===== src/rtl/nn_pkg.sv =====
// Shared constants and types for the network layer sequencers.
// Sizes are fixed for the 128->3 output layer; hidden-layer sequencers reuse the same package.
package nn_pkg;

  localparam int unsigned N_IN  = 128;
  localparam int unsigned N_OUT = 3;
  localparam int unsigned DW    = 9;
  localparam int unsigned ACC_W = 30;
  localparam int unsigned SHIFT = 9;

  localparam int unsigned PROD_W = 2 * DW;
  localparam int unsigned IN_AW  = $clog2(N_IN);
  localparam int unsigned W_AW   = $clog2(N_IN * N_OUT);
  localparam int unsigned B_AW   = $clog2(N_OUT);

  typedef enum logic [2:0] {
    StIdle,
    StMac,
    StDrain,
    StBias,
    StWrite
  } seq_state_e;

  // Scale the accumulator back to data width; wraps rather than saturates.
  function automatic logic [DW-1:0] scale_out(input logic signed [ACC_W-1:0] acc);
    logic signed [ACC_W-1:0] shifted;
    shifted = acc >>> SHIFT;
    return shifted[DW-1:0];
  endfunction

endpackage


===== src/rtl/mac_unit.sv =====
// Shared signed multiply-accumulate with clear and a bias-add path.
// acc_nxt is exposed so the sequencer can capture the biased sum in the same cycle it is formed.
module mac_unit
  import nn_pkg::*;
(
  input  logic                    clk,
  input  logic                    rst,
  input  logic                    clr,
  input  logic                    en,
  input  logic                    add_bias,
  input  logic [DW-1:0]           a,
  input  logic [DW-1:0]           b,
  input  logic [DW-1:0]           bias,
  output logic signed [ACC_W-1:0] acc,
  output logic signed [ACC_W-1:0] acc_nxt
);

  logic signed [PROD_W-1:0] prod;
  logic signed [ACC_W-1:0]  prod_ext;
  logic signed [ACC_W-1:0]  bias_ext;

  always_comb begin
    prod     = $signed(a) * $signed(b);
    prod_ext = {{(ACC_W - PROD_W){prod[PROD_W-1]}}, prod};
    bias_ext = {{(ACC_W - DW){bias[DW-1]}}, bias};
    acc_nxt  = acc;
    if (clr) begin
      acc_nxt = '0;
    end else if (add_bias) begin
      acc_nxt = acc + bias_ext;
    end else if (en) begin
      acc_nxt = acc + prod_ext;
    end
  end

  always_ff @(posedge clk) begin
    if (rst) begin
      acc <= '0;
    end else begin
      acc <= acc_nxt;
    end
  end

endmodule


===== src/rtl/output_layer_sequencer.sv =====
// Time-multiplexed 128->3 output layer: walks input buffer, weight ROM and bias ROM through
// one shared MAC and emits one scaled result per neuron with a valid strobe.
module output_layer_sequencer
  import nn_pkg::*;
(
  input  logic            clk,
  input  logic            rst,
  input  logic            start,
  output logic            busy,
  output logic            done,
  output logic [IN_AW-1:0] in_addr,
  input  logic [DW-1:0]   in_data,
  output logic [W_AW-1:0] w_addr,
  input  logic [DW-1:0]   w_data,
  output logic [B_AW-1:0] b_addr,
  input  logic [DW-1:0]   b_data,
  output logic            out_valid,
  output logic [B_AW-1:0] out_idx,
  output logic [DW-1:0]   out_data
);

  seq_state_e              state;
  logic [IN_AW-1:0]        j;
  logic [B_AW-1:0]         i;
  logic                    rd_vld;
  logic                    mac_clr;
  logic                    mac_en;
  logic                    mac_bias;
  logic signed [ACC_W-1:0] acc;
  logic signed [ACC_W-1:0] acc_nxt;
  logic                    last_j;
  logic                    last_i;

  assign in_addr = j;
  assign b_addr  = i;
  assign last_j  = (j == IN_AW'(N_IN - 1));
  assign last_i  = (i == B_AW'(N_OUT - 1));

  // Data for an issue arrives one cycle later, flagged by rd_vld.
  always_comb begin
    mac_clr  = ((state == StIdle) && start) || (state == StWrite);
    mac_en   = rd_vld;
    mac_bias = (state == StBias);
  end

  mac_unit u_mac (
    .clk      (clk),
    .rst      (rst),
    .clr      (mac_clr),
    .en       (mac_en),
    .add_bias (mac_bias),
    .a        (in_data),
    .b        (w_data),
    .bias     (b_data),
    .acc      (acc),
    .acc_nxt  (acc_nxt)
  );

  always_ff @(posedge clk) begin
    if (rst) begin
      state     <= StIdle;
      j         <= '0;
      i         <= '0;
      w_addr    <= '0;
      rd_vld    <= 1'b0;
      busy      <= 1'b0;
      done      <= 1'b0;
      out_valid <= 1'b0;
      out_idx   <= '0;
      out_data  <= '0;
    end else begin
      rd_vld    <= (state == StMac);
      out_valid <= 1'b0;
      done      <= 1'b0;
      unique case (state)
        StIdle: begin
          if (start) begin
            state  <= StMac;
            j      <= '0;
            i      <= '0;
            w_addr <= '0;
            busy   <= 1'b1;
          end
        end
        StMac: begin
          if (last_j) begin
            state <= StDrain;
          end else begin
            j      <= j + IN_AW'(1);
            w_addr <= w_addr + W_AW'(N_OUT);
          end
        end
        StDrain: begin
          state <= StBias;
        end
        StBias: begin
          // Capture the biased sum as it lands so the strobe and data share the WRITE cycle.
          state     <= StWrite;
          out_valid <= 1'b1;
          out_idx   <= i;
          out_data  <= scale_out(acc_nxt);
          done      <= last_i;
        end
        StWrite: begin
          j <= '0;
          if (last_i) begin
            state  <= StIdle;
            i      <= '0;
            w_addr <= '0;
            busy   <= 1'b0;
          end else begin
            state  <= StMac;
            i      <= i + B_AW'(1);
            w_addr <= W_AW'(i) + W_AW'(1);
          end
        end
        default: begin
          state <= StIdle;
        end
      endcase
    end
  end

endmodule


===== config.mk =====
export PLATFORM = sky130hd
export DESIGN_NAME = output_layer_sequencer
export DESIGN_NICKNAME = d
export VERILOG_FILES = /design/src/rtl/nn_pkg.sv /design/src/rtl/mac_unit.sv /design/src/rtl/output_layer_sequencer.sv
export SDC_FILE = /design/constraint.sdc
export NUM_CORES = 1
export LEC_CHECK = 0
export ABC_CLOCK_PERIOD_IN_PS = 14750
export CAP_MARGIN = 30
export CORE_ASPECT_RATIO = 0.6
export CORE_MARGIN = 2
export CORE_UTILIZATION = 60
export DETAILED_ROUTE_END_ITERATION = 10
export PLACE_DENSITY_LB_ADDON = 0.12
export SETUP_SLACK_MARGIN = 0.1
export SYNTH_ARGS = -nofsm -noshare
export SYNTH_HDL_FRONTEND = slang
export SYNTH_SLANG_ARGS = --single-unit

===== constraint.sdc =====
create_clock -name clk -period 14.75 [get_ports clk]
set_clock_uncertainty 0.05 [all_clocks]
set_input_delay 3.6875 -clock clk [delete_from_list [all_inputs] [get_ports clk]]
set_output_delay 3.6875 -clock clk [all_outputs]
set_load 0.01 [all_outputs]

==> summary.md <==
| Metric | Value |
|---|---|
| Synth Instances | 773 |
| Pwr Density | 159 nW/um^2 |
| # IOs | 62 |
| Most area-consuming cells after synthesis | fa_1, dfxtp_1, ha_1, inv_1, nand2_1 |
| Max Cap Viol | 0 |
| Antenna violation net count after detailed routing | 0 |
| Hold Path Class | flip-flop to flip-flop |
| Core area | 10700 sq um |
| Gr usage total | 0.244 |
| Shortest period the worst path allows | 9370 ps |
| R2r setup slk | 10760 ps |
| # diodes | 0 |
| DRC viols | 0 |
| Final Cycle Share | 0.635 |
| Router iterations before antenna repair | 7 |
| Setup TNS | 0 ps |
| Final HPWL DP | 11600 um |
| Reg clk slew, reported paths | 70 ps |
| Synth Cell Area | 6620 sq um |
| First-pass GRT wire length | 23700 um |
| DIE WIDTH | 140 um |
| Yosys reg bits | 54 |
| Leading cell type in the layout, fill and taps excluded | inv_1 |
| CP endpoint kind | flip-flop |
| Kind of critical path | primary input to flip-flop |
| Reg2Reg Depth | 14 |
| CTS tree | yes |
| Hold Vio Cnt, Final | 0 |
| Initial antenna violation count | 0 |
| Crit Path Max Fanout | 9 |
| Post-synth top area share | 0.254 |
| Commonest non-fill, non-tap cells in the layout | inv_1, nand2_1, fa_1 |
| Share of layout cells above drive strength 1 | 0.0270 |
| Via/cell ratio | 5.51 |
| CTS resizes | 0 |
| Number of global-route vias before repair | 5068 |
| Drt initial violations | 292 |
| GR Overflow Total | 0 |
| Critical Path AT | 9530 ps |
| Post-synth ARST share | 0 |
| Area delta synth->final | 13.1% |
| Hold path cells | 2 |
| Num rows | 29 |
| Slew Limit Fails | 0 |
| Final Routed Wirelength | 13900 um |
| Total clock buffers created by CTS | 5 |
| Routed wire per std cell | 14.6 um |
| Setup crit start | w_data[0] |
| Clk buf depth | 2 |
| Clock Sinks | 54 |
| Die Y | 85.4 um |
| DR vias | 5248 |
| Worst setup path endpoint | u_mac.acc[17] |
| Dominant synthesized flop cell | dfxtp_1 |
| Post-CTS setup buffers | 0 |
| Max VDD drop | 0.155 mV |
| Worst-margin pin slew | 937 ps |
| Syn avg cell area | 8.57 sq um |
| Worst skew pair latency | 300 ps |
| Yosys cell types | 59 |
| Status | finished, final reports clean |
| Post-synthesis sequential area ratio | 0.163 |
| Reg-to-reg critical path endpoint | u_mac.acc[17] |
| CTS Hold Buffers Added | 0 |
| Synth warn | 0 |
| Root Driver | clkbuf_16 |
| CP Launch Type | primary input |
| Routability congestion estimate | 0.851 |
| RSZ-0062 raised after global routing | false |
| Static leakage | 3.47 nW |
| Final instance area | 7490 sq um |
| Syn nets | 954 |
| Reg2Reg Launch Point | u_mac.acc[8] |
| # H-tree levels | 2 |
| Initial core utilization | 0.621 |
| Pin count of the biggest net entering global routing | 30 |
| Peak Freq | 107 MHz |
| Req. time, crit path | 14910 ps |
| Placed Area | 7320 sq um |
| EDFF count, synth | 0 |
| Count of final setup violators | 0 |
| Worst slew margin | 0.373 |
| I/O Buffers | 61 |
| Die area | 11900 sq um |
| Post-layout net count | 994 |
| Yosys top cell by area | fa_1 |
[how the worst min path moves through the flow]
| stage | startpoint | to | slack [ps] |
|---|---|---|---|
| final | out_data[0] | out_data[0] | 410 |
| after global placement | out_idx[0] | out_idx[0] | 400 |
| after detailed placement | out_data[0] | out_data[0] | 410 |
| after floorplan | out_data[0] | out_data[0] | 430 |
| after global routing | out_data[0] | out_data[0] | 430 |
| after CTS | out_data[0] | out_data[0] | 420 |
[final cells by class]
type                       instances  area [sq um]
tap                              139           174
timing repair buffer              64           653
clock inverter                     2          37.5
fill                             826          3180
inverter                         130           488
clock buffer                       6           129
multi-input combinational        558          4930
sequential                        54          1080
[logic make-up after synthesis]
logic type,count (synthesis),synth area share
buf+inv,161,0.0926
simple gates,228,0.163
mux,7,0.0108
fa+ha+maj,151,0.381
flops,54,0.163
xor+xnor,48,0.0635
compound gates,124,0.127
[power breakdown]
group | internal [mW] | switching (mW) | leakage (nW) | total (mW)
clock | 0.0803 | 0.0549 | 0.0771 | 0.135
combinational | 0.400 | 0.479 | 2.96 | 0.879
sequential | 0.161 | 0.0162 | 0.437 | 0.177
[stage by stage]
step                      power (mW)  std cells  hold slack (ps)  worst slack, ps  utilization
final                           1.19        953              414             5380        0.702
after global routing            1.33        953              426             4930        0.702
after CTS                       1.20        953              416             5340        0.702
after detailed placement        1.06        945              407             5060        0.686
after global placement          1.03        944              395             5220        0.684
after floorplan                0.906        773              431             5940            -
[state kept, by name, indices dropped and copies added, names as in the netlist]
name       cells
u_mac.acc     18
out_data       9
w_addr         9
in_addr        7
state          3
b_addr         2
out_idx        2
busy           1
done           1
mac_en         1
out_valid      1
[layer usage]
metal | vias to the layer above | share of wire | global-route usage
met5 | - | 0 | 0
li1 | 2562 | - | -
met2 | 120 | 0.45 | 0.370
met4 | 0 | 0.0093 | 0.0418
met3 | 18 | 0.049 | 0.0485
met1 | 2548 | 0.50 | 0.371
[Yosys cell counts (all sizes together), types with 3 or more instances]
library cell    n
inv           129
fa             84
nand2          84
ha             67
nor2           62
dfxtp          54
a21oi          48
xnor2          32
and2           29
clkbuf         26
a211oi         18
xor2           16
o21ai          14
nor3           12
a21o           10
nand2b         10
a31oi           6
mux2i           6
nand3           6
nor2b           6
o21a            6
buf             5
and3            4
nand4           3
o211ai          3
o21bai          3
[worst max-delay path: stages]
cell,delay [ps]
clkdlybuf4s50_1,580
nand2_1,200
inv_1,110
fa_1,770
inv_1,110
fa_1,600
fa_1,570
inv_1,60
fa_1,530
inv_1,60
fa_1,530
inv_1,40
ha_1,330
and2_1,180
a22o_1,210
a311oi_2,350
a21oi_1,130
xnor2_1,170
a21oi_1,80
a211oi_1,220
Note: power is estimated with default switching activity, not from simulation.
